**src/rtl/game_pkg.sv**
```systemverilog
// Shared encodings for the OLED game: FSM states, display-source selects,
// winner codes, and small scoring helpers.
package game_pkg;

  typedef enum logic [1:0] {
    ST_IDLE      = 2'd0,
    ST_PLAY      = 2'd1,
    ST_HOLD      = 2'd2,
    ST_MATCH_END = 2'd3
  } state_e;

  localparam logic [1:0] DISP_TITLE      = 2'd0;
  localparam logic [1:0] DISP_GAME       = 2'd1;
  localparam logic [1:0] DISP_ROUND_OVER = 2'd2;
  localparam logic [1:0] DISP_MATCH_OVER = 2'd3;

  localparam logic [1:0] WIN_NONE = 2'b00;
  localparam logic [1:0] WIN_P1   = 2'b01;
  localparam logic [1:0] WIN_P2   = 2'b10;

  function automatic logic [1:0] disp_of(input state_e s);
    logic [1:0] d;
    unique case (s)
      ST_PLAY:      d = DISP_GAME;
      ST_HOLD:      d = DISP_ROUND_OVER;
      ST_MATCH_END: d = DISP_MATCH_OVER;
      default:      d = DISP_TITLE;
    endcase
    return d;
  endfunction

  // Higher value wins; equal values are a draw.
  function automatic logic [1:0] winner_of(input logic [1:0] a, input logic [1:0] b);
    if (a > b) return WIN_P1;
    if (b > a) return WIN_P2;
    return WIN_NONE;
  endfunction

  function automatic logic [1:0] sat_inc(input logic [1:0] v);
    return (v == 2'd3) ? 2'd3 : v + 2'd1;
  endfunction

endpackage

```
**src/rtl/round_sequencer_if.sv**
```systemverilog
// Player inputs and match-status outputs of the round sequencer, bundled as one port.
interface round_sequencer_if;

  logic       start_btn;
  logic       p1_done;
  logic       p2_done;
  logic [1:0] green_block_count_p1;
  logic [1:0] green_block_count_p2;

  logic [1:0] disp_sel;
  logic       round_active;
  logic [1:0] round_num;
  logic [5:0] time_left;
  logic [1:0] score_p1;
  logic [1:0] score_p2;
  logic [1:0] latched_green_p1;
  logic [1:0] latched_green_p2;
  logic [1:0] round_winner;
  logic [1:0] match_winner;

  modport master (
    output start_btn, p1_done, p2_done, green_block_count_p1, green_block_count_p2,
    input  disp_sel, round_active, round_num, time_left, score_p1, score_p2,
           latched_green_p1, latched_green_p2, round_winner, match_winner
  );

  modport slave (
    input  start_btn, p1_done, p2_done, green_block_count_p1, green_block_count_p2,
    output disp_sel, round_active, round_num, time_left, score_p1, score_p2,
           latched_green_p1, latched_green_p2, round_winner, match_winner
  );

endinterface

```
**src/rtl/sec_tick_gen.sv**
```systemverilog
// One-second timebase: pulses tick every CLK_FREQ_HZ enabled cycles; clear
// restarts the count so the first tick lands a full second after it.
module sec_tick_gen #(
  parameter int CLK_FREQ_HZ = 100_000_000
) (
  input  logic basys3_clk,
  input  logic reset,
  input  logic clear,
  input  logic enable,
  output logic tick
);

  localparam int CW = (CLK_FREQ_HZ > 1) ? $clog2(CLK_FREQ_HZ) : 1;
  localparam logic [CW-1:0] LAST = CW'(CLK_FREQ_HZ - 1);

  logic [CW-1:0] cnt_q, cnt_d;

  always_comb begin
    cnt_d = cnt_q;
    if (clear)       cnt_d = '0;
    else if (enable) cnt_d = (cnt_q == LAST) ? '0 : cnt_q + 1'b1;
  end

  // NOTE: state registers use non-blocking assignments so every flop samples pre-edge values.
  always_ff @(posedge basys3_clk) begin
    if (reset) cnt_q <= '0;
    else       cnt_q <= cnt_d;
  end

  // Decoded from the register only, so the FSM may use it to compute clear without a loop.
  assign tick = enable && (cnt_q == LAST);

endmodule

```
**src/rtl/round_sequencer.sv**
```systemverilog
// round_sequencer: match-level FSM for the two-player OLED game. Runs the
// round countdown, scores each round and selects the OLED renderer.
module round_sequencer
  import game_pkg::*;
#(
  parameter int CLK_FREQ_HZ   = 100_000_000,
  parameter int ROUND_TIME_S  = 30,
  parameter int OVER_HOLD_S   = 3,
  parameter int ROUNDS_TO_WIN = 2,
  parameter int MAX_ROUNDS    = 3
) (
  input  logic             basys3_clk,
  input  logic             reset,
  round_sequencer_if.slave bus
);

  localparam int              HW         = (OVER_HOLD_S > 1) ? $clog2(OVER_HOLD_S) : 1;
  localparam logic [HW-1:0]   HOLD_LAST  = HW'(OVER_HOLD_S - 1);
  localparam logic [5:0]      TIME_INIT  = 6'(ROUND_TIME_S);
  localparam logic [1:0]      WIN_SCORE  = 2'(ROUNDS_TO_WIN);
  localparam logic [1:0]      LAST_ROUND = 2'(MAX_ROUNDS);

  state_e        state_q, state_d;
  logic [1:0]    disp_sel_q, disp_sel_d;
  logic          round_active_q, round_active_d;
  logic [1:0]    round_num_q, round_num_d;
  logic [5:0]    time_left_q, time_left_d;
  logic [1:0]    score_p1_q, score_p1_d;
  logic [1:0]    score_p2_q, score_p2_d;
  logic [1:0]    latched_p1_q, latched_p1_d;
  logic [1:0]    latched_p2_q, latched_p2_d;
  logic [1:0]    round_winner_q, round_winner_d;
  logic [1:0]    match_winner_q, match_winner_d;
  logic          d1_q, d1_d;
  logic          d2_q, d2_d;
  logic [HW-1:0] hold_sec_q, hold_sec_d;

  logic tick, tick_clear, tick_en;
  logic [1:0] rw;

  assign tick_en = (state_q == ST_PLAY) || (state_q == ST_HOLD);

  sec_tick_gen #(.CLK_FREQ_HZ(CLK_FREQ_HZ)) u_tick (
    .basys3_clk (basys3_clk),
    .reset      (reset),
    .clear      (tick_clear),
    .enable     (tick_en),
    .tick       (tick)
  );

  always_comb begin
    // NOTE: every variable gets a default first so no path leaves one unassigned (no latches).
    state_d        = state_q;
    round_num_d    = round_num_q;
    time_left_d    = time_left_q;
    score_p1_d     = score_p1_q;
    score_p2_d     = score_p2_q;
    latched_p1_d   = latched_p1_q;
    latched_p2_d   = latched_p2_q;
    round_winner_d = round_winner_q;
    match_winner_d = match_winner_q;
    d1_d           = d1_q;
    d2_d           = d2_q;
    hold_sec_d     = hold_sec_q;
    rw             = WIN_NONE;

    unique case (state_q)
      ST_IDLE: begin
        if (bus.start_btn) begin
          state_d        = ST_PLAY;
          round_num_d    = 2'd1;
          time_left_d    = TIME_INIT;
          score_p1_d     = '0;
          score_p2_d     = '0;
          latched_p1_d   = '0;
          latched_p2_d   = '0;
          round_winner_d = WIN_NONE;
          match_winner_d = WIN_NONE;
          d1_d           = 1'b0;
          d2_d           = 1'b0;
        end
      end
      ST_PLAY: begin
        d1_d = d1_q | bus.p1_done;
        d2_d = d2_q | bus.p2_done;
        if (tick && (time_left_q != '0)) time_left_d = time_left_q - 1'b1;
        // A done pulse on the completing cycle counts, hence the _d flags.
        if ((d1_d && d2_d) || (time_left_q == '0)) begin
          state_d        = ST_HOLD;
          hold_sec_d     = '0;
          latched_p1_d   = bus.green_block_count_p1;
          latched_p2_d   = bus.green_block_count_p2;
          rw             = winner_of(bus.green_block_count_p1, bus.green_block_count_p2);
          round_winner_d = rw;
          if (rw == WIN_P1) score_p1_d = sat_inc(score_p1_q);
          if (rw == WIN_P2) score_p2_d = sat_inc(score_p2_q);
        end
      end
      ST_HOLD: begin
        if (tick) begin
          if (hold_sec_q == HOLD_LAST) begin
            if ((score_p1_q == WIN_SCORE) || (score_p2_q == WIN_SCORE) ||
                (round_num_q == LAST_ROUND)) begin
              state_d        = ST_MATCH_END;
              match_winner_d = winner_of(score_p1_q, score_p2_q);
            end else begin
              state_d     = ST_PLAY;
              round_num_d = round_num_q + 2'd1;
              time_left_d = TIME_INIT;
              d1_d        = 1'b0;
              d2_d        = 1'b0;
            end
          end else begin
            hold_sec_d = hold_sec_q + 1'b1;
          end
        end
      end
      ST_MATCH_END: begin
        if (bus.start_btn) begin
          state_d        = ST_IDLE;
          round_num_d    = '0;
          time_left_d    = '0;
          score_p1_d     = '0;
          score_p2_d     = '0;
          latched_p1_d   = '0;
          latched_p2_d   = '0;
          round_winner_d = WIN_NONE;
          match_winner_d = WIN_NONE;
          d1_d           = 1'b0;
          d2_d           = 1'b0;
        end
      end
      default: state_d = ST_IDLE;
    endcase

    tick_clear     = (state_d != state_q);
    disp_sel_d     = disp_of(state_d);
    round_active_d = (state_d == ST_PLAY);
  end

  always_ff @(posedge basys3_clk) begin
    if (reset) begin
      state_q        <= ST_IDLE;
      disp_sel_q     <= '0;
      round_active_q <= 1'b0;
      round_num_q    <= '0;
      time_left_q    <= '0;
      score_p1_q     <= '0;
      score_p2_q     <= '0;
      latched_p1_q   <= '0;
      latched_p2_q   <= '0;
      round_winner_q <= '0;
      match_winner_q <= '0;
      d1_q           <= 1'b0;
      d2_q           <= 1'b0;
      hold_sec_q     <= '0;
    end else begin
      state_q        <= state_d;
      disp_sel_q     <= disp_sel_d;
      round_active_q <= round_active_d;
      round_num_q    <= round_num_d;
      time_left_q    <= time_left_d;
      score_p1_q     <= score_p1_d;
      score_p2_q     <= score_p2_d;
      latched_p1_q   <= latched_p1_d;
      latched_p2_q   <= latched_p2_d;
      round_winner_q <= round_winner_d;
      match_winner_q <= match_winner_d;
      d1_q           <= d1_d;
      d2_q           <= d2_d;
      hold_sec_q     <= hold_sec_d;
    end
  end

  assign bus.disp_sel         = disp_sel_q;
  assign bus.round_active     = round_active_q;
  assign bus.round_num        = round_num_q;
  assign bus.time_left        = time_left_q;
  assign bus.score_p1         = score_p1_q;
  assign bus.score_p2         = score_p2_q;
  assign bus.latched_green_p1 = latched_p1_q;
  assign bus.latched_green_p2 = latched_p2_q;
  assign bus.round_winner     = round_winner_q;
  assign bus.match_winner     = match_winner_q;

endmodule

```
**src/flat_wrapper.sv**
```systemverilog
// flat-port wrapper written by rule: the top's interface ports become plain ports
module round_sequencer_flat import game_pkg::*;
#(
  parameter int CLK_FREQ_HZ   = 100_000_000,
  parameter int ROUND_TIME_S  = 30,
  parameter int OVER_HOLD_S   = 3,
  parameter int ROUNDS_TO_WIN = 2,
  parameter int MAX_ROUNDS    = 3
)
  (basys3_clk, reset, bus_start_btn, bus_p1_done, bus_p2_done, bus_green_block_count_p1, bus_green_block_count_p2, bus_disp_sel, bus_round_active, bus_round_num, bus_time_left, bus_score_p1, bus_score_p2, bus_latched_green_p1, bus_latched_green_p2, bus_round_winner, bus_match_winner);
  round_sequencer_if bus_i ();
  input  logic basys3_clk;
  input  logic reset;
  input wire logic [$bits(bus_i.start_btn)-1:0] bus_start_btn;
  input wire logic [$bits(bus_i.p1_done)-1:0] bus_p1_done;
  input wire logic [$bits(bus_i.p2_done)-1:0] bus_p2_done;
  input wire logic [$bits(bus_i.green_block_count_p1)-1:0] bus_green_block_count_p1;
  input wire logic [$bits(bus_i.green_block_count_p2)-1:0] bus_green_block_count_p2;
  output wire logic [$bits(bus_i.disp_sel)-1:0] bus_disp_sel;
  output wire logic [$bits(bus_i.round_active)-1:0] bus_round_active;
  output wire logic [$bits(bus_i.round_num)-1:0] bus_round_num;
  output wire logic [$bits(bus_i.time_left)-1:0] bus_time_left;
  output wire logic [$bits(bus_i.score_p1)-1:0] bus_score_p1;
  output wire logic [$bits(bus_i.score_p2)-1:0] bus_score_p2;
  output wire logic [$bits(bus_i.latched_green_p1)-1:0] bus_latched_green_p1;
  output wire logic [$bits(bus_i.latched_green_p2)-1:0] bus_latched_green_p2;
  output wire logic [$bits(bus_i.round_winner)-1:0] bus_round_winner;
  output wire logic [$bits(bus_i.match_winner)-1:0] bus_match_winner;
  assign bus_i.start_btn = bus_start_btn;
  assign bus_i.p1_done = bus_p1_done;
  assign bus_i.p2_done = bus_p2_done;
  assign bus_i.green_block_count_p1 = bus_green_block_count_p1;
  assign bus_i.green_block_count_p2 = bus_green_block_count_p2;
  assign bus_disp_sel = bus_i.disp_sel;
  assign bus_round_active = bus_i.round_active;
  assign bus_round_num = bus_i.round_num;
  assign bus_time_left = bus_i.time_left;
  assign bus_score_p1 = bus_i.score_p1;
  assign bus_score_p2 = bus_i.score_p2;
  assign bus_latched_green_p1 = bus_i.latched_green_p1;
  assign bus_latched_green_p2 = bus_i.latched_green_p2;
  assign bus_round_winner = bus_i.round_winner;
  assign bus_match_winner = bus_i.match_winner;
  round_sequencer #(.CLK_FREQ_HZ(CLK_FREQ_HZ), .ROUND_TIME_S(ROUND_TIME_S), .OVER_HOLD_S(OVER_HOLD_S), .ROUNDS_TO_WIN(ROUNDS_TO_WIN), .MAX_ROUNDS(MAX_ROUNDS)) u_core (.basys3_clk(basys3_clk), .reset(reset), .bus(bus_i));
endmodule
```
**config.mk**
```make
export PLATFORM = sky130hd
export DESIGN_NAME = round_sequencer_flat
export DESIGN_NICKNAME = d
export VERILOG_FILES = /design/src/rtl/game_pkg.sv /design/src/rtl/round_sequencer_if.sv /design/src/rtl/sec_tick_gen.sv /design/src/rtl/round_sequencer.sv /design/src/flat_wrapper.sv
export SDC_FILE = /design/constraint.sdc
export NUM_CORES = 1
export LEC_CHECK = 0
export CAP_MARGIN = 20
export CORE_ASPECT_RATIO = 2
export CORE_UTILIZATION = 63
export CTS_CLUSTER_DIAMETER = 40
export DETAILED_ROUTE_END_ITERATION = 8
export DONT_BUFFER_PORTS = 1
export GPL_TIMING_DRIVEN = 0
export HOLD_SLACK_MARGIN = 0.06
export PLACE_DENSITY = 0.88
export SLEW_MARGIN = 20
export SYNTH_ARGS = -nofsm -noshare
export SYNTH_HDL_FRONTEND = slang
export SYNTH_SLANG_ARGS = --single-unit
export TNS_END_PERCENT = 20
```
**constraint.sdc**
```tcl
create_clock -name basys3_clk -period 2.8 [get_ports basys3_clk]
set_input_delay 0.28 -clock basys3_clk [delete_from_list [all_inputs] [get_ports basys3_clk]]
set_output_delay 0.28 -clock basys3_clk [all_outputs]
set_load 0.02 [all_outputs]
```
==> results of run 1 <==
-- registers in the layout, summed over array words and instances (netlist names) --
| name | cells |
|---|---|
| u_core.bus.score_p1 | 2 |
| u_core.bus.disp_sel | 2 |
| u_core.state_q | 1 |
| u_core.bus.round_winner | 2 |
| u_core.d1_q | 1 |
| u_core.bus.score_p2 | 2 |
| u_core.bus.latched_green_p1 | 2 |
| u_core.bus.round_active | 1 |
| u_core.bus.latched_green_p2 | 2 |
| u_core.d2_q | 1 |
| u_core.bus.match_winner | 2 |
| u_core.u_tick.cnt_q | 27 |
| u_core.bus.round_num | 2 |
| u_core.hold_sec_q | 2 |
| u_core.bus.time_left | 6 |
-- worst max-delay path: stages, from the launching register on --
cell                       delay [ns]
sky130_fd_sc_hd__dfxtp_2         0.42
sky130_fd_sc_hd__inv_1           0.14
sky130_fd_sc_hd__ha_1            0.36
sky130_fd_sc_hd__buf_2           0.20
sky130_fd_sc_hd__nand4_2         0.18
sky130_fd_sc_hd__and4bb_1        0.35
sky130_fd_sc_hd__buf_4           0.19
sky130_fd_sc_hd__nand3_1         0.13
sky130_fd_sc_hd__a22o_1          0.28
sky130_fd_sc_hd__mux2_2          0.29
-- routing by layer --
| layer | GRT usage | wire length [um] |
|---|---|---|
| met1 | 0.287 | 2760 |
| met4 | 0.200 | 289 |
| met2 | 0.582 | 4360 |
| met3 | 0.0744 | 400 |
| met5 | 0 | 0 |
-- path summary, 6_finish.rpt --
path | end | start
setup / recovery | u_core.bus.time_left[1]$_SDFFE_PP0P_ | u_core.state_q[1]$_SDFF_PP0_
setup reg to reg | u_core.bus.time_left[1]$_SDFFE_PP0P_ | u_core.state_q[1]$_SDFF_PP0_
hold / removal | u_core.bus.latched_green_p1[1]$_SDFFE_PP0P_ | bus_green_block_count_p1[1]
hold reg to reg | u_core.hold_sec_q[0]$_SDFFE_PP0P_ | u_core.hold_sec_q[0]$_SDFFE_PP0P_
-- stage by stage --
| stage | hold slack [ns] | util | worst slack [ns] | power, W |
|---|---|---|---|---|
| after floorplan | 0.422 | - | 0.518 | 0.00118 |
| after global placement | 0.436 | 0.668 | -0.0196 | 0.00125 |
| after detailed placement | 0.439 | 0.668 | -0.0822 | 0.00126 |
| after CTS | 0.116 | 0.687 | 0.0181 | 0.00171 |
| after global routing | 0.119 | 0.690 | -0.0139 | 0.00179 |
| final | 0.118 | 0.690 | 0.158 | 0.00172 |
-- cell families after synthesis --
| group | Yosys count | synth area share |
|---|---|---|
| multiplexers | 5 | 0.0169 |
| buffers and inverters | 40 | 0.0582 |
| XOR/XNOR | 21 | 0.0579 |
| flip-flops | 55 | 0.346 |
| AO/OA/AOI/OAI | 85 | 0.194 |
| AND/OR/NAND/NOR | 159 | 0.271 |
| adder cells (fa/ha/maj) | 14 | 0.0551 |
-- layout make-up --
cell class | instances | area [um2] | area share
Buffer | 20 | 113 | 0.0335
Multi-Input combinational cell | 284 | 1910 | 0.569
Sequential cell | 55 | 1100 | 0.329
Clock inverter | 2 | 16.3 | 0.00484
Clock buffer | 6 | 72.6 | 0.0216
Tap cell | 57 | 71.3 | 0.0212
Inverter | 19 | 71.3 | 0.0212
-- synthesized netlist by cell type (all sizes together) (2+ instances only) --
cell	number
nor4	10
and3	5
and4	6
buf	10
o221a	2
a211oi	4
nand4	12
mux2i	2
nor2b	7
o31a	2
or3	6
nand2	26
a31o	3
nor2	49
o32ai	4
ha	14
o311ai	2
a21oi	20
inv	17
a22oi	5
clkinv	2
or2	3
a31oi	8
xor2	6
nand3	8
a22o	2
o2111ai	3
and2	2
xnor2	15
nor3	9
a21o	2
a2111oi	2
clkbuf	11
nor4b	4
mux2	3
a311oi	3
nand2b	6
dfxtp	55
o21ai	9
-- power groups by stage --
stage          Sequential [W]  Combinational, W  Clock [W]
2_1_floorplan        0.000895          0.000281          0
3_3_place_gp         0.000906          0.000346          0
3_5_place_dp         0.000907          0.000356          0
4_1_cts              0.000890          0.000358   0.000463
5_1_grt              0.000895          0.000399   0.000498
6_report             0.000891          0.000367   0.000462
==> Implementation_results.wiki, run 1 <==
{| class="wikitable"
! Metric !! Value
|-
| Fraction of layout instances using a drive strength above 1 || 0.0984
|-
| Overall routed net length || a little under 8 mm
|-
| Effective utilization at floorplan || 0.654
|-
| Number of enable-type register cells in the synthesized netlist || 0
|-
| Leading register cell type out of synthesis || sky130_fd_sc_hd__dfxtp_1
|-
| Area of all placed cells without fillers || around 3400 um2
|-
| Overall Global Routing Usage || 0.313
|-
| Min-delay worst type || primary input to register
|-
| Result of the run || finished, final reports clean
|-
| Total of fill cells in the finished design || around 400
|-
| Number of antenna violations at the first check in global routing || 0
|-
| Max Transition Viols Final || 0
|-
| Final-layout setup total negative slack || 0 ns
|-
| Clock power share || 0.269
|-
| Cell-internal power || around 0.0011 W
|-
| Clock transition at the register clock pins on the worst setup and hold paths after CTS || ~0.10 ns
|-
| Width of the die || roughly 52 um
|-
| Number of instances resized during post-cts repair || 2
|-
| Proportion of register bits with asynchronous set or reset after synthesis || 0
|-
| Number of routed nets with antenna violations || 0
|-
| Port bufs || 0
|-
| Area after DPL || about 3300 um2
|-
| Setup slack of the worst register-to-register path || about 0.16 ns
|-
| Worst r2r path cells || 9
|-
| Final period utilization || 0.943
|-
| Synth-to-layout area growth || 5.63%
|-
| Count of vias placed by the detailed router || approximately 2900
|-
| Die Ht || around 100 um
|-
| Hold Path Depth || 2
|-
| Clk sinks || 55
|-
| Synth Net Count || 402
|-
| Number of buffers added by the clock tree synthesis step || 5
|-
| Yosys cell types || about 70
|-
| Minimum clock period after layout || between 2 and 3 ns
|-
| Type of element launching the critical path || register
|-
| Share of total power consumed by net switching || 0.340
|-
| Maximum ir drop on the vdd rail || approximately 0.00043 V
|-
| Power density normalized to cell area || 512 nW/um2
|-
| Net switching power || approximately 0.00059 W
|-
| Drt via density || approximately 6.5
|-
| F_max || ~380 MHz
|-
| Maximum Capacitance Violations || 0
|-
| Flip-flop and latch count after synthesis || 55
|-
| Number of post-CTS setup repair buffers || 0
|-
| DPL Wire Length || slightly below 6 mm
|-
| Element type at the critical path end || register
|-
| Maximum number of pins on one net before global-route repair || 18
|-
| Worst rel slew slack || 0.622
|-
| First-pass detailed-route iteration total || 5
|-
| Actual slew at the worst max-slew pin || 0.563 ns
|-
| Post-synth top area cell || sky130_fd_sc_hd__dfxtp_1
|-
| Number of cells in the design after placement || 436
|-
| CTS H-Tree Depth || 2
|-
| Share of synthesized area occupied by flip-flops and latches || 0.346
|-
| Number of global-route vias before repair || around 2900
|-
| Wire length of the first global-routing pass || about 13 mm
|-
| TritonCTS clock tree || yes
|-
| Most frequent standard cell in the layout excluding fill and tap cells || sky130_fd_sc_hd__dfxtp_1
|-
| Io pins || 32
|-
| Post-route non-filler standard cell count || approximately 440
|-
| Final nets || slightly above 400
|-
| Synthesized area per cell || approximately 8.4 um2
|-
| Gate Count Post-Synth || approximately 380
|-
| Critical path class || register to register
|-
| Final hold vios || 0
|-
| Leak Pwr || between 1 and 1.5 nW
|-
| Total of hold buffers inserted after clock tree synthesis || 0
|-
| Number of antenna repair diodes || 0
|-
| Final Setup Violations || 0
|-
| Fraction of power consumed by combinational cells || 0.213
|-
| Count of routing violations after the opening detailed-route iteration || 72
|-
| Yosys Warn Count || 0
|-
| Cell types with the largest area share after synthesis || sky130_fd_sc_hd__dfxtp_1, sky130_fd_sc_hd__nor2_1, sky130_fd_sc_hd__ha_1, sky130_fd_sc_hd__xnor2_1, sky130_fd_sc_hd__a21oi_1
|-
| Commonest cells after routing, fill and taps aside || sky130_fd_sc_hd__dfxtp_1, sky130_fd_sc_hd__nor2_1, sky130_fd_sc_hd__nand2_1
|-
| Netlist area before placement || about 3200 um2
|-
| GRT overflow || 0
|-
| CTS max path bufs || 2
|-
| Final routed wire length divided by cell count || 17.6 um
|-
| Total core area || ~5000 um2
|-
| Weighted congestion reported at the end of routability-driven placement || 0.956
|-
| Area of the die || between 5000 and 6000 um2
|-
| Worst-path maximum fanout || 10
|-
| Required arrival time at the worst endpoint || between 3 and 4 ns
|-
| Floorplan row count || 36
|-
| Top cell type's share of synthesized area || 0.346
|-
| Layout Skew || roughly 0.0058 ns
|-
| Root cell of the clock tree || sky130_fd_sc_hd__clkbuf_8
|-
| # DRC || 0
|-
| Critical path arrival || ~2.9 ns
|-
| Source-to-sink clock delay at the later pin of the worst-skew pair || 0.33 ns
|-
| Sequential share of power || 0.518
|}
Note: power is estimated with default switching activity, not from simulation.
==> inputs of run 2 (changes only) <==
--- a/config.mk
+++ b/config.mk
@@ -5,15 +5,16 @@
 export SDC_FILE = /design/constraint.sdc
 export NUM_CORES = 1
 export LEC_CHECK = 0
+export ABC_AREA = 1
 export CAP_MARGIN = 20
 export CORE_ASPECT_RATIO = 2
-export CORE_UTILIZATION = 63
+export CORE_UTILIZATION = 64
 export CTS_CLUSTER_DIAMETER = 40
 export DETAILED_ROUTE_END_ITERATION = 8
 export DONT_BUFFER_PORTS = 1
 export GPL_TIMING_DRIVEN = 0
 export HOLD_SLACK_MARGIN = 0.06
-export PLACE_DENSITY = 0.88
+export PLACE_DENSITY = 0.89
 export SLEW_MARGIN = 20
 export SYNTH_ARGS = -nofsm -noshare
 export SYNTH_HDL_FRONTEND = slang
==> run 2 against run 1 <==
Sequential power grew 16%; sequential cell count is the same; clock power grew 37%; hold slack lost 0.014 ns; sequential share of layout area shrank 1.9 points; design area grew 5.8%; via count grew 11%; utilization grew 2.7 points; synthesized cell count grew 29%; largest cell class unchanged; largest power group unchanged.
==> Implementation_results.wiki, run 2 <==
{| class="wikitable"
! Metric !! Value
|-
| Source-to-sink clock delay at the later pin of the worst-skew pair || 0.32 ns (about the same)
|-
| DPL Wire Length || 6.21 mm (+6.4%)
|-
| Required arrival time at the worst endpoint || 3.07 ns (+0.04 ns)
|-
| Yosys Warn Count || 0 (unchanged)
|-
| CTS max path bufs || 2 (unchanged)
|-
| Clock transition at the register clock pins on the worst setup and hold paths after CTS || 0.10 ns (about the same)
|-
| Width of the die || 53.1 um (+1.7%)
|-
| F_max || 386 MHz (+2.0%)
|-
| CTS H-Tree Depth || 2 (unchanged)
|-
| Number of flip-flops under the largest register name || 27 (unchanged)
|-
| Wire length of the first global-routing pass || 13.4 mm (+7.2%)
|-
| Proportion of register bits with asynchronous set or reset after synthesis || 0 (unchanged)
|-
| Yosys cell types || 38 (-46%)
|-
| Number of antenna repair diodes || 0 (unchanged)
|-
| Synth Net Count || 513 (+28%)
|-
| Cell types with the largest area share after synthesis || sky130_fd_sc_hd__dfxtp_1, sky130_fd_sc_hd__nand2_1, sky130_fd_sc_hd__inv_1, sky130_fd_sc_hd__nand3_1, sky130_fd_sc_hd__ha_1
|-
| Overall Global Routing Usage || 0.325 (+0.0128)
|-
| Post-route non-filler standard cell count || 555 (+25%)
|-
| Synth-to-layout area growth || 6.36%
|-
| Maximum Capacitance Violations || 0 (unchanged)
|-
| Port bufs || 0 (unchanged)
|-
| Final-layout setup total negative slack || 0 ns (unchanged)
|-
| Number of buffers added by the clock tree synthesis step || 5 (unchanged)
|-
| Io pins || 32 (unchanged)
|-
| Number of routed nets with antenna violations || 0 (unchanged)
|-
| Maximum number of pins on one net before global-route repair || 17 (-1)
|-
| Number of enable-type register cells in the synthesized netlist || 0 (unchanged)
|-
| Leak Pwr || 1.39 nW (+24%)
|-
| Type of element launching the critical path || register
|-
| Overall routed net length || 8.08 mm (+3.6%)
|-
| Most frequent cell after synthesis || sky130_fd_sc_hd__nand2_1
|-
| First-pass detailed-route iteration total || 4 (-1)
|-
| Most frequent standard cell in the layout excluding fill and tap cells || sky130_fd_sc_hd__nand2_1
|-
| Result of the run || finished, final reports clean
|-
| Area of the die || 5530 um2 (+3.4%)
|-
| Drt via density || 5.77 (-11%)
|-
| Worst rel slew slack || 0.681 (+0.0591)
|-
| Critical path arrival || 2.86 ns (about the same)
|-
| Worst-path maximum fanout || 10 (unchanged)
|-
| Layout Skew || 0.00443 ns (-0.00132 ns)
|-
| Netlist area before placement || 3340 um2 (+5.1%)
|-
| Final hold vios || 0 (unchanged)
|-
| Count of vias placed by the detailed router || 3204 (+11%)
|-
| Root cell of the clock tree || sky130_fd_sc_hd__clkbuf_8
|-
| Effective utilization at floorplan || 0.674 (+0.0209)
|-
| GRT overflow || 0 (unchanged)
|-
| Number of cells in the design after placement || 547 (+25%)
|-
| Gate Count Post-Synth || 490 (+29%)
|-
| Min-delay worst type || primary input to register
|-
| Final nets || 520 (+27%)
|-
| Floorplan row count || 36 (unchanged)
|-
| Critical path class || register to register
|-
| Max Transition Viols Final || 0 (unchanged)
|-
| Share of synthesized area occupied by flip-flops and latches || 0.329 (-0.0169)
|-
| Top cell type's share of synthesized area || 0.329 (-0.0169)
|-
| Final Setup Violations || 0 (unchanged)
|-
| Commonest cells after routing, fill and taps aside || sky130_fd_sc_hd__nand2_1, sky130_fd_sc_hd__inv_1, sky130_fd_sc_hd__dfxtp_1
|-
| Synthesized area per cell || 6.82 um2 (-19%)
|-
| Number of global-route vias before repair || 3216 (+11%)
|-
| Actual slew at the worst max-slew pin || 0.479 ns (-0.0842 ns)
|-
| Synth top cells by count || sky130_fd_sc_hd__nand2_1, sky130_fd_sc_hd__inv_1, sky130_fd_sc_hd__dfxtp_1, sky130_fd_sc_hd__nor2_1, sky130_fd_sc_hd__nand3_1
|-
| Fraction of layout instances using a drive strength above 1 || 0.120 (+0.0220)
|-
| Total of fill cells in the finished design || 423 (+6.8%)
|-
| Flip-flop and latch count after synthesis || 55 (unchanged)
|-
| Clk sinks || 55 (unchanged)
|-
| Minimum clock period after layout || 2.59 ns (-0.0511 ns)
|-
| Post-synth top area cell || sky130_fd_sc_hd__dfxtp_1
|-
| Count of routing violations after the opening detailed-route iteration || 100 (+39%)
|-
| Element type at the critical path end || register
|-
| Final period utilization || 0.925 (-0.0182)
|-
| TritonCTS clock tree || yes
|-
| Final routed wire length divided by cell count || 14.6 um (-17%)
|-
| Power density normalized to cell area || 680 nW/um2 (+33%)
|-
| Number of antenna violations at the first check in global routing || 0 (unchanged)
|-
| Leading register cell type out of synthesis || sky130_fd_sc_hd__dfxtp_1
|-
| Register containing the most flip-flops in the final layout || u_core.u_tick.cnt_q
|-
| Maximum ir drop on the vdd rail || 0.000630 V (+47%)
|-
| Die Ht || 104 um (+1.7%)
|-
| Weighted congestion reported at the end of routability-driven placement || 0.954 (-0.23%)
|-
| # DRC || 0 (unchanged)
|-
| Setup repair after global routing missed its margin || false
|-
| Total core area || 4950 um2 (+1.9%)
|}
## run 2: cell count changes in the layout (fill, tap and decap cells not counted), sizes merged, moves of 6 or more
cell	delta
nand3	+32
xnor2	-13
a21oi	+8
inv	+50
nand2b	-6
nand2	+92
nor2	+22
a31oi	-7
or3	-6
clkbuf	-7
and4	-6
nor2b	-7
o21ai	+16
## run 2: timing repair
item | 4_1_cts | 5_1_grt
hold buffers | 0 | 0
setup endpoints to repair | 0 | 4
gates resized for setup | 0 | 5
buffers inserted | 0 | 0
## run 2: layout make-up
cell class / instances / area (um2) / share of cell area
Inverter: 69 / 263 / 0.0739
Tap cell: 57 / 71.3 / 0.0201
Multi-Input combinational cell: 355 / 1910 / 0.537
Buffer: 11 / 77.6 / 0.0218
Clock buffer: 6 / 72.6 / 0.0204
Sequential cell: 55 / 1100 / 0.310
Clock inverter: 2 / 60.1 / 0.0169
## run 2: critical path, stage by stage (launching register included)
cell and delay [ns]:
sky130_fd_sc_hd__dfxtp_1 0.45, sky130_fd_sc_hd__inv_1 0.19, sky130_fd_sc_hd__ha_1 0.32, sky130_fd_sc_hd__buf_2 0.27, sky130_fd_sc_hd__nand2_1 0.15, sky130_fd_sc_hd__nor2_2 0.20
sky130_fd_sc_hd__nand2_1 0.12, sky130_fd_sc_hd__nor2_1 0.24, sky130_fd_sc_hd__nand4_1 0.18, sky130_fd_sc_hd__xnor2_1 0.19, sky130_fd_sc_hd__nand2_1 0.11, sky130_fd_sc_hd__nor2_4 0.11
## run 2: routing by layer
| metal | track usage | up-vias | wire length (um) |
|---|---|---|---|
| met4 | 0.207 | 0 | 474 |
| li1 | - | 1593 | - |
| met5 | 0 | - | 0 |
| met1 | 0.287 | 1479 | 2810 |
| met3 | 0.0658 | 41 | 254 |
| met2 | 0.607 | 91 | 4540 |
## run 2: path summary, 6_finish.rpt
path,from,to,slack (ns),cells past startpoint
min reg2reg,u_core.hold_sec_q[1]$_SDFFE_PP0P_,u_core.hold_sec_q[1]$_SDFFE_PP0P_,0.46,2
max reg2reg,u_core.state_q[1]$_SDFF_PP0_,u_core.u_tick.cnt_q[20]$_SDFFE_PP0P_,0.21,11
max,u_core.state_q[1]$_SDFF_PP0_,u_core.u_tick.cnt_q[20]$_SDFFE_PP0P_,0.21,11
min,bus_green_block_count_p1[1],u_core.bus.latched_green_p1[1]$_SDFFE_PP0P_,0.10,2
## run 2: stage by stage
stage          utilization  setup WS [ns]  hold slack (ns)  area [um2]  total power, W
6_report             0.717          0.209            0.104        3550         0.00242
3_3_place_gp         0.689          0.246            0.433        3410         0.00175
4_1_cts              0.716          0.130           0.0990        3550         0.00241
5_1_grt              0.717         0.0812            0.108        3550         0.00255
2_1_floorplan            -          0.692            0.427        3340         0.00161
3_5_place_dp         0.689          0.174            0.449        3410         0.00179
## run 2: cells by family after synthesis
kind of cell,synth area share
xor gates and xnor gates,0.0288
AOI/OAI and AO/OA,0.114
and+or+nand+nor,0.375
buffers and inverters,0.100
adders and majority gates,0.0524
DFF,0.329
## run 2: report_power, final
| part | switching, W | internal [W] | leakage (nW) | total (W) |
|---|---|---|---|---|
| registers | 0.000160 | 0.000874 | 0.448 | 0.00103 |
| clock network | 0.000274 | 0.000358 | 0.0654 | 0.000632 |
| logic | 0.000507 | 0.000244 | 0.873 | 0.000752 |
